===== config.mk =====
export PLATFORM = sky130hd
export DESIGN_NAME = ow_slave_array
export DESIGN_NICKNAME = d
export VERILOG_FILES = /design/src/rtl/ow_slave_array.sv
export SDC_FILE = /design/constraint.sdc
export NUM_CORES = 1
export LEC_CHECK = 0
export CAP_MARGIN = 40
export CORE_MARGIN = 5
export CORE_UTILIZATION = 39
export CTS_BUF_LIST = sky130_fd_sc_hd__clkbuf_4
export DETAILED_ROUTE_END_ITERATION = 8
export PLACE_DENSITY = 0.9
export RECOVER_POWER = 25
export SLEW_MARGIN = 20
export SYNTH_ARGS = -nofsm -noshare
export SYNTH_HDL_FRONTEND = slang
export SYNTH_SLANG_ARGS = --single-unit

===== constraint.sdc =====
create_clock -name CLK -period 2.6 [get_ports CLK]
set_input_delay 0.52 -clock CLK [delete_from_list [all_inputs] [get_ports CLK]]
set_output_delay 0.52 -clock CLK [all_outputs]
set_load 0.005 [all_outputs]

===== src/rtl/ow_slave_array.sv =====
// NUM_SLAVES emulated 1-Wire slaves on one open-drain bus: reset/presence, Read/Match/Skip ROM
// and Search ROM with wired-AND arbitration across all still-selected slaves.
module ow_slave_array #(
  parameter int unsigned NUM_SLAVES  = 4,
  parameter int unsigned CNT_W       = 10,
  parameter int unsigned RST_MIN_CYC = 480,
  parameter int unsigned PD_WAIT_CYC = 30,
  parameter int unsigned PD_LEN_CYC  = 120,
  parameter int unsigned SAMPLE_CYC  = 15,
  parameter int unsigned DRIVE_CYC   = 30
) (
  input  logic                     CLK,
  input  logic                     MR,
  input  logic                     IO_IN,
  output logic                     IO_PD,
  input  logic [64*NUM_SLAVES-1:0] ROMIDS,
  input  logic [NUM_SLAVES-1:0]    SLAVE_EN,
  output logic [NUM_SLAVES-1:0]    ACTIVE,
  output logic [7:0]               CMD,
  output logic                     CMD_VALID,
  output logic                     BUSY
);

  typedef enum logic [3:0] {
    StIdle, StRstLow, StPdWait, StPdDrive, StCmdRx, StRomTx, StMatch, StSearch, StDone
  } state_e;

  typedef enum logic [1:0] {SubBit, SubCmp, SubDir} sub_e;

  localparam logic [CNT_W-1:0] CntMax = '1;
  localparam logic [CNT_W-1:0] CntOne = CNT_W'(1);

  state_e            state;
  sub_e              sub;
  logic              io_prev;
  logic [CNT_W-1:0]  low_cnt;
  logic [CNT_W-1:0]  cnt;
  logic [CNT_W-1:0]  drv_cnt;
  logic [5:0]        idx;
  logic [6:0]        cmd_sr;
  logic              wr_slot;

  logic                  fall;
  logic                  rise;
  logic                  bus_rst;
  logic                  sample;
  logic                  slot_st;
  logic                  wr_st;
  logic                  any0;
  logic                  any1;
  logic [7:0]            cmd_byte;
  logic [NUM_SLAVES-1:0] cur_bit;
  logic [NUM_SLAVES-1:0] keep;

  for (genvar g = 0; g < NUM_SLAVES; g++) begin : g_bit
    logic [63:0] id;
    assign id         = ROMIDS[64*g +: 64];
    assign cur_bit[g] = id[idx];
  end

  assign fall     = !IO_IN && io_prev;
  assign rise     = IO_IN && !io_prev;
  assign bus_rst  = !IO_IN && (low_cnt == CNT_W'(RST_MIN_CYC - 1));
  // Only write slots that actually started in a receiving state may be sampled.
  assign sample   = wr_slot && (cnt == CNT_W'(SAMPLE_CYC));
  assign slot_st  = state inside {StCmdRx, StRomTx, StMatch, StSearch};
  assign wr_st    = (state == StCmdRx) || (state == StMatch) ||
                    ((state == StSearch) && (sub == SubDir));
  assign any0     = |(ACTIVE & ~cur_bit);
  assign any1     = |(ACTIVE & cur_bit);
  assign keep     = ~(cur_bit ^ {NUM_SLAVES{IO_IN}});
  assign cmd_byte = {IO_IN, cmd_sr};
  assign BUSY     = (state != StIdle);

  always_ff @(posedge CLK) begin
    if (MR) begin
      state     <= StIdle;
      sub       <= SubBit;
      io_prev   <= 1'b1;
      low_cnt   <= '0;
      cnt       <= '0;
      drv_cnt   <= '0;
      idx       <= '0;
      cmd_sr    <= '0;
      wr_slot   <= 1'b0;
      IO_PD     <= 1'b0;
      ACTIVE    <= '0;
      CMD       <= '0;
      CMD_VALID <= 1'b0;
    end else begin
      io_prev   <= IO_IN;
      CMD_VALID <= 1'b0;
      low_cnt   <= IO_IN ? '0 : ((low_cnt == CntMax) ? CntMax : low_cnt + CntOne);
      if (cnt != CntMax) cnt <= cnt + CntOne;
      // Slot drive runs on its own timer so it outlives the state that started it.
      if (drv_cnt != '0) begin
        if (drv_cnt == CNT_W'(DRIVE_CYC)) begin
          IO_PD   <= 1'b0;
          drv_cnt <= '0;
        end else begin
          drv_cnt <= drv_cnt + CntOne;
        end
      end

      if (bus_rst) begin
        state   <= StRstLow;
        sub     <= SubBit;
        IO_PD   <= 1'b0;
        drv_cnt <= '0;
        cnt     <= '0;
        idx     <= '0;
        wr_slot <= 1'b0;
      end else begin
        if (fall && slot_st) begin
          cnt     <= CntOne;
          wr_slot <= wr_st;
        end

        case (state)
          StIdle: ;
          StRstLow: begin
            if (rise) begin
              state <= StPdWait;
              cnt   <= CntOne;
            end
          end
          StPdWait: begin
            if (cnt == CNT_W'(PD_WAIT_CYC)) begin
              cnt    <= CntOne;
              ACTIVE <= SLAVE_EN;
              if (|SLAVE_EN) begin
                state <= StPdDrive;
                IO_PD <= 1'b1;
              end else begin
                state <= StIdle;
              end
            end
          end
          StPdDrive: begin
            if (cnt == CNT_W'(PD_LEN_CYC)) begin
              IO_PD <= 1'b0;
              state <= StCmdRx;
              idx   <= '0;
            end
          end
          StCmdRx: begin
            if (sample) begin
              wr_slot <= 1'b0;
              cmd_sr  <= {IO_IN, cmd_sr[6:1]};
              if (idx == 6'd7) begin
                CMD       <= cmd_byte;
                CMD_VALID <= 1'b1;
                idx       <= '0;
                sub       <= SubBit;
                case (cmd_byte)
                  8'h33:   state <= StRomTx;
                  8'h55:   state <= StMatch;
                  8'hF0:   state <= StSearch;
                  8'hCC:   state <= StDone;
                  default: begin
                    ACTIVE <= '0;
                    state  <= StDone;
                  end
                endcase
              end else begin
                idx <= idx + 6'd1;
              end
            end
          end
          StRomTx: begin
            if (fall) begin
              if (any0) begin
                IO_PD <= 1'b1;
                if (drv_cnt == '0 || drv_cnt == CNT_W'(DRIVE_CYC)) drv_cnt <= CntOne;
              end
              if (idx == 6'd63) state <= StDone;
              else              idx   <= idx + 6'd1;
            end
          end
          StMatch: begin
            if (sample) begin
              wr_slot <= 1'b0;
              ACTIVE  <= ACTIVE & keep;
              if (idx == 6'd63) state <= StDone;
              else              idx   <= idx + 6'd1;
            end
          end
          StSearch: begin
            case (sub)
              SubBit: begin
                if (fall) begin
                  if (any0) begin
                    IO_PD <= 1'b1;
                    if (drv_cnt == '0 || drv_cnt == CNT_W'(DRIVE_CYC)) drv_cnt <= CntOne;
                  end
                  sub <= SubCmp;
                end
              end
              SubCmp: begin
                if (fall) begin
                  if (any1) begin
                    IO_PD <= 1'b1;
                    if (drv_cnt == '0 || drv_cnt == CNT_W'(DRIVE_CYC)) drv_cnt <= CntOne;
                  end
                  sub <= SubDir;
                end
              end
              SubDir: begin
                if (sample) begin
                  wr_slot <= 1'b0;
                  ACTIVE  <= ACTIVE & keep;
                  sub     <= SubBit;
                  if (idx == 6'd63) state <= StDone;
                  else              idx   <= idx + 6'd1;
                end
              end
              default: sub <= SubBit;
            endcase
          end
          StDone: ;
          default: state <= StIdle;
        endcase
      end
    end
  end

endmodule


==> results of run 1 <==
## flip-flops by register name, summed over array words and instances, names as in the netlist
signal     cells
ACTIVE         4
CMD            8
CMD_VALID      1
IO_PD          1
cmd_sr         7
cnt           10
drv_cnt       10
idx            6
io_prev        1
low_cnt       10
state          4
sub            2
wr_slot        1
## logic make-up after synthesis
group	count (synthesis)	synth area share [%]
xor gates and xnor gates	22	3.19
AOI/OAI and AO/OA	171	19.1
DFF	65	21.5
muxes	136	25.5
buffers and inverters	64	5.88
adders and majority gates	8	1.66
and+or+nand+nor	270	23.1
## final cells by class
type | count | area [um2] | area share [%]
Multi-Input combinational cell | 607 | 4720 | 45.6
Clock inverter | 6 | 45.0 | 0.435
Antenna cell | 1 | 2.50 | 0.0242
Inverter | 12 | 45.0 | 0.435
Sequential cell | 65 | 1310 | 12.6
Tap cell | 188 | 235 | 2.27
Timing Repair Buffer | 407 | 3920 | 37.9
Clock buffer | 9 | 67.6 | 0.653
## power groups by stage
stage	sequential, mW	clock [mW]	combinational, mW
2_1_floorplan	1.07	0	0.332
3_3_place_gp	1.08	0	0.948
3_5_place_dp	1.08	0	0.960
4_1_cts	1.06	0.600	1.03
5_1_grt	1.06	0.650	1.14
6_report	1.06	0.585	1.08
## layer usage
| layer | global-route usage (%) | vias up | wire (um) |
|---|---|---|---|
| met3 | 8.01 | 108 | 2810 |
| met1 | 35.4 | 3581 | 11200 |
| li1 | - | 3512 | - |
| met2 | 49.2 | 453 | 13500 |
| met4 | 12.6 | 2 | 1290 |
| met5 | 0 | - | 13 |
## cell usage in the layout (no fill, tap or decap), types with 4 or more instances in the layout
cell type / n
nor3_1: 14
mux2i_2: 5
a31oi_1: 9
or2_2: 5
a22oi_1: 39
nor2_1: 58
nand3_1: 55
and2_1: 7
a21oi_1: 31
dlygate4sd3_1: 7
buf_4: 110
nand2b_1: 7
inv_1: 11
nand2_1: 55
nor2b_1: 11
nor4bb_1: 4
and3_1: 9
xor2_1: 13
mux4_2: 14
xnor2_1: 9
nor3b_1: 4
buf_12: 4
a22oi_2: 7
o21ai_0: 23
buf_6: 9
mux2i_1: 109
clkdlybuf4s50_1: 270
clkbuf_4: 10
o21ai_1: 7
a22o_1: 4
dfxtp_1: 61
ha_1: 7
mux2_2: 5
a21oi_2: 5
## what timing repair did
| action | in CTS | in global routing |
|---|---|---|
| cloned | 3 | 0 |
| pin swaps | 31 | 29 |
| endpoints found under the setup margin | 12 | 16 |
| gates resized for setup | 55 | 36 |
| buffers inserted | 14 | 3 |
## critical path, delay by kind of cell (launching register included)
kind	cells	cell delay, ns
buf+inv	3	0.61
simple gates	2	0.35
compound gates	5	1.28
mux	1	0.15
flops	1	0.47
## worst max path at each step
stage / end / from
2_1_floorplan: IO_PD / idx[1]
6_report: IO_PD / idx[1]
3_3_place_gp: IO_PD / ROMIDS[49]
4_1_cts: IO_PD / idx[1]
5_1_grt: drv_cnt[0] / idx[1]
3_5_place_dp: IO_PD / ROMIDS[49]
==> metrics.yaml, run 1 <==
sta:
  fin_crit_ns: 2.97
  rsz0062_at_grt: "yes"
  setup_viol: 8
  slew_violations: 0
  fmax_mhz: 337
  hold-worst-slack_ns: 0.466
  tightestPinTransition_ns: 0.608
  fin_setup_tns_ns: -1.35
  slew_headroom_pct: 59.5
  post-route-period-util_pct: 114
  hold_viol_final: 0
  finalClockSkew_ns: 0.0179
  setup_slack_ns: -0.366
worst_setup_path:
  r2r-start: "idx[1]"
  cp_max_fo: 8
  crit_chain: "buf_12 > buf_4 > bufbuf_16 > mux2i_1 > a22oi_1 > nand3_1 > and3_4 > a311oi_2 > a21oi_2 > o31ai_1 > o22ai_1"
  r2r_setup_slack_ns: -0.37
  critPathArrivalTime_ns: 3.27
  reg2reg_to: "IO_PD"
  end_kind: "flip-flop"
  worstPathRequired_ns: 2.90
  slowest_delay_ns: 0.47
  worst-setup-path-type: "flip-flop to flip-flop"
  crit_path_start_kind: "flip-flop"
  r2r_cells: 11
  cpMaxStageDelayCell: "dfxtp_4"
yosys:
  ys_types: 71
  ys_seq_area_share_pct: 21.5
  synth-seq-cells: 65
  synthTopCellsByCount: "mux2i_1, dfxtp_1, nor2_1"
  syn_nets: 1007
  synth_area_leader_cell: "dfxtp_1"
  postSynth.asyncResetShare_pct: 0
  netlist_area_mm2: 0.00604
  ys.flop_type: "dfxtp_1"
  synth_area_leaders: "dfxtp_1, mux2i_1, a22oi_1"
  synth_cells: 736
  synth_most_common_cell: "mux2i_1"
  ys_warn_count: 0
  synth_top_area_share_pct: 21.5
  synth_area_per_cell_um2: 8.21
  synth_edf_count: 0
pwr:
  leakagePower_nw: 3.64
  power.share.sequential_pct: 38.8
  switching_share_pct: 31.1
  combPwrFrac_pct: 39.7
  p_sw_mw: 0.848
  p_total_mw: 2.73
  power_frac_clock_pct: 21.5
  max-vdd-ir-drop_mv: 0.298
  power.internal_mw: 1.88
  powerDensity_mw_per_mm2: 264
clock_tree:
  clockRootBuffer: "clkbuf_4"
  htreeDepth: 3
  clkSinkCount: 65
  clk_latency_ns: 0.43
  holdBufCountCts: 0
  clk_pin_slew_worst_paths_ns: 0.11
  cts_tree: "built"
  cts_buffers: 9
  clock_path_buffers: 2
global_routing:
  grtUsageTotal_pct: 29.3
  grt_pass1_vias: 7747
  grt_pass1_wl_mm: 42.1
  overflow: 0
  grt_max_degree: 22
  grt_antenna_before_repair: 2
floorplanning:
  dieArea_mm2: 0.0181
  die_h_um: 134
  row_count: 45
  start_util_pct: 39.7
  ios: 278
  core_mm2: 0.0152
  die-width_um: 134
route:
  drt-pass1-iter-count: 8
  num_vias: 7656
  viasPerCell: 5.91
  wl_per_cell_um: 22.2
  drtAntennaViolNets: 0
  wl_mm: 28.8
  first_iter_violations: 682
  remaining_drc_errors: 0
place:
  placedCellCount: 1259
  pre_cts_ws_ns: -0.674
  place_area_mm2: 0.00963
  routabilityCongestion: 1.01
  port_buffers: 277
  dpl.hpwl_mm: 21.5
finish:
  postLayoutCoreUtil_pct: 68.1
  layout-drive-gt1-share_pct: 21.3
  post_layout_nonfiller_instances: 1295
  nets: 1373
  fillers: 1127
  fin_area_mm2: 0.0103
  area_growth_syn_to_layout_pct: 71.3
worst_hold_path:
  hold_depth: 1
  hold_path_class: "flip-flop to flip-flop"
  hold_end: "low_cnt[0]"
  hold_start: "low_cnt[0]"
flow_run:
  maxCapViolCount: 0
outcome:
  status: "finished with violations"
  violations: "setup timing"
No activity file was read; power rests on OpenSTA's default activity.
==> run 2: changes to the inputs <==
Settings changed: PLACE_DENSITY 0.9 to unset, PLACE_DENSITY_LB_ADDON set to 0.1.
==> run 2 against run 1 <==
The run still ends with setup timing left; power grew 6.4%; die area unchanged; first-iteration DRC count fell by 36%; critical path type unchanged.
==> metrics.yaml, run 2 (synthesis gave the netlist of run 1 again) <==
clock_tree:
  cts_buffers: 9  # unchanged
  holdBufCountCts: 0  # unchanged
  clock_path_buffers: 2  # unchanged
  cts_tree: "built"
  clk_latency_ns: 0.41  # -0.02 ns
  clockRootBuffer: "clkbuf_4"
  htreeDepth: 3  # unchanged
  clkSinkCount: 65  # unchanged
  clk_pin_slew_worst_paths_ns: 0.11  # about the same
global_routing:
  overflow: 0  # unchanged
  grt_max_degree: 26  # +18%
  grtUsageTotal_pct: 27.4  # -1.9 points
  grt_pass1_vias: 6819  # -12%
  grt_pass1_wl_mm: 39.0  # -7.3%
  grt_antenna_before_repair: 1  # -1
worst_setup_path:
  critPathArrivalTime_ns: 3.06  # -0.21 ns
  r2r_cells: 12  # +1
  worst-setup-path-type: "flip-flop to flip-flop"
  endpoint: "drv_cnt[0]"
  cpMaxStageDelayCell: "mux4_2"
  crit_family: "compound AO/OA/AOI/OAI gates"
  critPathLaunch: "idx[1]"
  cp_max_fo: 6  # -2
  r2r_setup_slack_ns: -0.13  # +0.24 ns
  slowest_delay_ns: 0.52  # +0.05 ns
  crit_path_start_kind: "flip-flop"
  reg2reg_to: "drv_cnt[0]"
  crit_top_cell: "buf_4"
  crit_buf_inv: 4  # +1
  worstPathRequired_ns: 2.93  # +0.03 ns
  cp.depth: 12  # +1
  crit_chain: "buf_12 > mux4_2 > mux2i_2 > buf_4 > buf_4 > a31oi_2 > a41oi_2 > a311oi_4 > buf_4 > a211oi_2 > nor2_1 > a211oi_1"
  r2r-start: "idx[1]"
  end_kind: "flip-flop"
sta:
  finalClockSkew_ns: 0.0122  # -0.00569 ns
  slew_violations: 0  # unchanged
  rsz0062_at_grt: "yes"
  post-route-period-util_pct: 105  # -9.1 points
  hold-worst-slack_ns: 0.462  # -0.00400 ns
  hold_viol_final: 0  # unchanged
  setup_slack_ns: -0.129  # +0.237 ns
  setup_viol: 4  # -4
  slew_headroom_pct: 48.3  # -11 points
  fmax_mhz: 366  # +8.7%
  tightestPinTransition_ns: 0.776  # +0.168 ns
  fin_crit_ns: 2.73  # -0.237 ns
route:
  viasPerCell: 5.53  # -6.5%
  num_vias: 7118  # -7.0%
  remaining_drc_errors: 0  # unchanged
  drt-pass1-iter-count: 5  # -3
  wl_per_cell_um: 20.5  # -8.0%
  wl_mm: 26.3  # -8.5%
  first_iter_violations: 437  # -36%
  drtAntennaViolNets: 0  # unchanged
worst_hold_path:
  hold_depth: 2  # +1
  hold_path_class: "flip-flop to flip-flop"
outcome:
  status: "finished with violations"
  violations: "setup timing"
floorplanning:
  start_util_pct: 39.7  # unchanged
  row_count: 45  # unchanged
  die_h_um: 134  # unchanged
  die-width_um: 134  # unchanged
  dieArea_mm2: 0.0181  # unchanged
  core_mm2: 0.0152  # unchanged
  ios: 278  # unchanged
pwr:
  max-vdd-ir-drop_mv: 0.386  # +29%
  leakagePower_nw: 3.64  # -0.20%
  powerDensity_mw_per_mm2: 279  # +5.8%
finish:
  biggestRegsByFlops: "cnt: 10 flops, drv_cnt: 10 flops, low_cnt: 10 flops"
  postLayoutCoreUtil_pct: 68.4  # +0.36 points
  layout_common_cells: "clkdlybuf4s50_1, mux2i_1, buf_4"
  multiInputGateArea_mm2: 0.00464  # -1.8%
  final_common_cell: "clkdlybuf4s50_1"
  fillers: 1271  # +13%
  layout-drive-gt1-share_pct: 19.7  # -1.7 points
  nets: 1365  # -0.58%
  seq_area_mm2: 0.00131  # -0.19%
  area_growth_syn_to_layout_pct: 72.2
place:
  routabilityCongestion: 0.952  # -5.5%
  dpl.hpwl_mm: 21.2  # -1.2%
  port_buffers: 277  # unchanged
flow_run:
  maxCapViolCount: 0  # unchanged
[run 2: cell types whose count changed in the layout (fill, tap and decap cells not counted), moves of 3 or more]
cell       delta
clkinv_1      +3
buf_4        -17
clkbuf_16     +3
buf_12       +11
bufinv_16     +3
[run 2: what timing repair did]
item                                    in CTS  in global routing
buffers inserted                             5                  9
pin swaps                                   24                 39
resized for setup                           32                 38
cloned                                       2                  4
endpoints found under the setup margin       5                 13
[run 2: through the flow]
step	cells	TNS (ns)	power, mW	cell area (um2)	worst slack [ns]
floorplan	736	0	1.40	6040	0.00730
global placement	1255	-2.73	2.01	9720	-0.559
detailed placement	1255	-2.96	2.01	9720	-0.568
CTS	1278	-0.333	2.90	10200	-0.125
global route	1288	-1.23	3.06	10400	-0.252
finish	1288	-0.456	2.90	10400	-0.129
[run 2: where the power goes]
| group | switching (mW) | internal [mW] |
|---|---|---|
| clock | 0.366 | 0.477 |
| combinational | 0.369 | 0.631 |
| sequential | 0.0407 | 1.02 |
| total | 0.775 | 2.13 |
[run 2: layout make-up]
type,instances,share of cell area [%]
sequential,65,12.6
multi-input combinational,607,44.6
clock inverter,7,1.05
clock buffer,9,0.649
antenna,1,0.0241
timing repair buffer,399,38.4
tap,188,2.26
inverter,12,0.433
[run 2: worst min path at each step]
stage / start / endpoint / slack, ns
final: CMD[2] / CMD[2] / 0.46
after global routing: CMD[2] / CMD[2] / 0.47
after CTS: CMD[2] / CMD[2] / 0.46
after detailed placement: CMD[2] / CMD[2] / 0.45
after global placement: CMD[7] / CMD[7] / 0.44
after floorplan: low_cnt[0] / low_cnt[0] / 0.43
[run 2: worst min-delay path: cells and delay by family, from the launching register on]
family	cells	cell delay, ns
simple gates	1	0.05
compound gates	1	0.05
flops	1	0.32
[run 2: metal layers]
metal | up-vias | share of wire (%) | global-route usage, %
met1 | 3334 | 41 | 35.0
met4 | 0 | 2.2 | 6.96
li1 | 3497 | - | -
met2 | 249 | 48 | 46.2
met3 | 38 | 8.9 | 7.23
met5 | - | 0 | 0
==> run 3: changes to the inputs <==
Settings changed: CORE_UTILIZATION 39 to 47.
Clock period 2.6 ns to 3.21 ns, I/O delays scaled along.
==> run 3 against run 2 <==
The run now ends clean; worst hold slack improved by 0.0054 ns; clock power is 45% lower; maximum frequency fell by 9.0%; power fell by 30%; clock skew rose by 0.0047 ns; routed wire length shrank 6.3%; critical path depth shrank 2; count of clock-buffer cells in the layout is 1 higher; critical endpoint is now IO_PD; largest power group unchanged.
==> metrics.yaml, run 3 (synthesis gave the netlist of run 1 again) <==
worst_setup_path:
  cpMaxStageDelayCell: "mux4_2"
  crit_chain: "buf_12 > mux4_2 > mux2i_1 > o22a_1 > o211ai_1 > or4_1 > o31ai_1 > a21oi_1 > a221oi_1 > o22ai_1"
  end_kind: "flip-flop"
  crit_path_start_kind: "flip-flop"
  cp_max_fo: 8  # +2
  slowest_delay_ns: 0.50  # -0.02 ns
  crit_buf_inv: 1  # -3
  crit_family: "compound AO/OA/AOI/OAI gates"
  worst-setup-path-type: "flip-flop to flip-flop"
  critPathArrivalTime_ns: 3.31  # +0.25 ns
  worstPathRequired_ns: 3.52  # +0.59 ns
outcome:
  status: "complete, no violations"
sta:
  fin_crit_ns: 3.00  # +0.269 ns
  setup_viol: 0  # -4
  fmax_mhz: 334  # -9.0%
  rsz0062_at_grt: "no"
  finalClockSkew_ns: 0.0168  # +0.00467 ns
  tightestPinTransition_ns: 0.829  # +0.0537 ns
  post-route-period-util_pct: 93.4  # -12 points
  slew_violations: 0  # unchanged
  setup_slack_ns: 0.212  # +0.341 ns
  hold_viol_final: 0  # unchanged
  slew_headroom_pct: 44.7  # -3.6 points
  fin_setup_tns_ns: 0  # +0.456 ns
floorplanning:
  die-width_um: 123  # -8.2%
  start_util_pct: 47.9  # +8.1 points
  dieArea_mm2: 0.0152  # -16%
  core_mm2: 0.0126  # -17%
  row_count: 41  # -8.9%
  die_h_um: 123  # -8.2%
  ios: 278  # unchanged
pwr:
  power.internal_mw: 1.44  # -33%
  switching_share_pct: 29.7  # +3.0 points
  powerDensity_mw_per_mm2: 221  # -21%
  power_frac_clock_pct: 22.6  # -6.4 points
  combPwrFrac_pct: 34.8  # +0.4 points
  power.share.sequential_pct: 42.6  # +6.1 points
  leakagePower_nw: 3.09  # -15%
  max-vdd-ir-drop_mv: 0.268  # -31%
  p_sw_mw: 0.605  # -22%
route:
  wl_per_cell_um: 20.7  # +1.2%
  drtAntennaViolNets: 0  # unchanged
  first_iter_violations: 551  # +26%
  drt-pass1-iter-count: 5  # unchanged
  wl_mm: 24.7  # -6.3%
  remaining_drc_errors: 0  # unchanged
  num_vias: 7023  # -1.3%
  viasPerCell: 5.89  # +6.5%
clock_tree:
  cts_tree: "built"
  clk_latency_ns: 0.43  # +0.02 ns
  clk_pin_slew_worst_paths_ns: 0.11  # about the same
  clockRootBuffer: "clkbuf_4"
  clock_path_buffers: 2  # unchanged
  htreeDepth: 3  # unchanged
  clkSinkCount: 65  # unchanged
  cts_buffers: 9  # unchanged
finish:
  biggestRegsByFlops: "cnt: 10 flops, drv_cnt: 10 flops, low_cnt: 10 flops"
  layout_common_cells: "clkdlybuf4s50_1, mux2i_1, dfxtp_1"
  layout-drive-gt1-share_pct: 9.52  # -10 points
  postLayoutCoreUtil_pct: 73.2  # +4.7 points
  nets: 1285  # -5.9%
  final_common_cell: "clkdlybuf4s50_1"
  area_growth_syn_to_layout_pct: 52.9
global_routing:
  grt_pass1_wl_mm: 36.9  # -5.3%
  grt_max_degree: 27  # +3.8%
  grtUsageTotal_pct: 30.9  # +3.4 points
  grt_antenna_before_repair: 2  # +1
  overflow: 0  # unchanged
  grt_pass1_vias: 6934  # +1.7%
flow_run:
  maxCapViolCount: 0  # unchanged
worst_hold_path:
  hold_path_class: "flip-flop to flip-flop"
place:
  dpl.hpwl_mm: 20.3  # -4.4%
  routabilityCongestion: 0.945  # -0.68%
  port_buffers: 277  # unchanged
  pre_cts_ws_ns: -0.155  # +0.414 ns
-- run 3: cell count changes in the layout (fill, tap and decap cells not counted), sizes merged, moves of 2 or more --
cell,before,now
clkinv,4,6
clkdlybuf4s50,270,267
bufinv,3,0
buf,118,41
dlygate4sd3,7,10
clkbuf,13,11
-- run 3: final cells by class --
| class | count | area [um2] |
|---|---|---|
| diodes | 2 | 5.00 |
| clock buffers | 10 | 75.1 |
| clock inverters | 6 | 35.0 |
| fillers | 999 | 3390 |
| inverters | 12 | 45.0 |
| multi-input cells | 607 | 4390 |
| flip-flops and latches | 65 | 1310 |
| well taps | 172 | 215 |
| repair buffers | 319 | 3160 |
-- run 3: power by group through the flow --
stage | clock network [mW] | logic [mW] | registers (mW)
global placement | 0 | 0.690 | 0.884
detailed placement | 0 | 0.703 | 0.886
CTS | 0.473 | 0.707 | 0.868
global route | 0.516 | 0.760 | 0.873
finish | 0.462 | 0.711 | 0.869
floorplan | 0 | 0.269 | 0.864
-- run 3: tightest hold or removal path, cell delays in order, from the launching register on --
cell and delay [ns]:
dfxtp_1 0.33, nand2_1 0.05, a21oi_1 0.05
-- run 3: what timing repair did --
action                     in CTS  in global routing
resized for setup               0                  3
hold buffers                    0                  0
setup endpoints to repair       0                  4
buffers inserted                0                  5
-- run 3: through the flow --
stage | hold WS [ns] | cells | cell area (um2) | total power, mW
detailed placement | 0.453 | 1170 | 9060 | 1.59
finish | 0.467 | 1193 | 9230 | 2.04
floorplan | 0.431 | 736 | 6040 | 1.13
global placement | 0.449 | 1169 | 9060 | 1.57
CTS | 0.473 | 1186 | 9180 | 2.05
global route | 0.497 | 1193 | 9230 | 2.15
-- run 3: path summary, 6_finish.rpt --
check	startpoint	endpoint	slack [ns]	depth (start not counted)
max	idx[1]	IO_PD	0.21	10
min	CMD[4]	CMD[4]	0.47	2
max reg2reg	idx[1]	IO_PD	0.21	10
min reg2reg	CMD[4]	CMD[4]	0.47	2
-- run 3: per-layer routing --
layer	GRT usage, %	part of all wire, %	wire length, um	vias to the layer above
met5	0	0	0	-
met4	13.2	3.8	939	0
met3	7.55	8.4	2080	65
met2	53.8	49	12100	335
met1	35.9	39	9530	3287
li1	-	-	-	3336
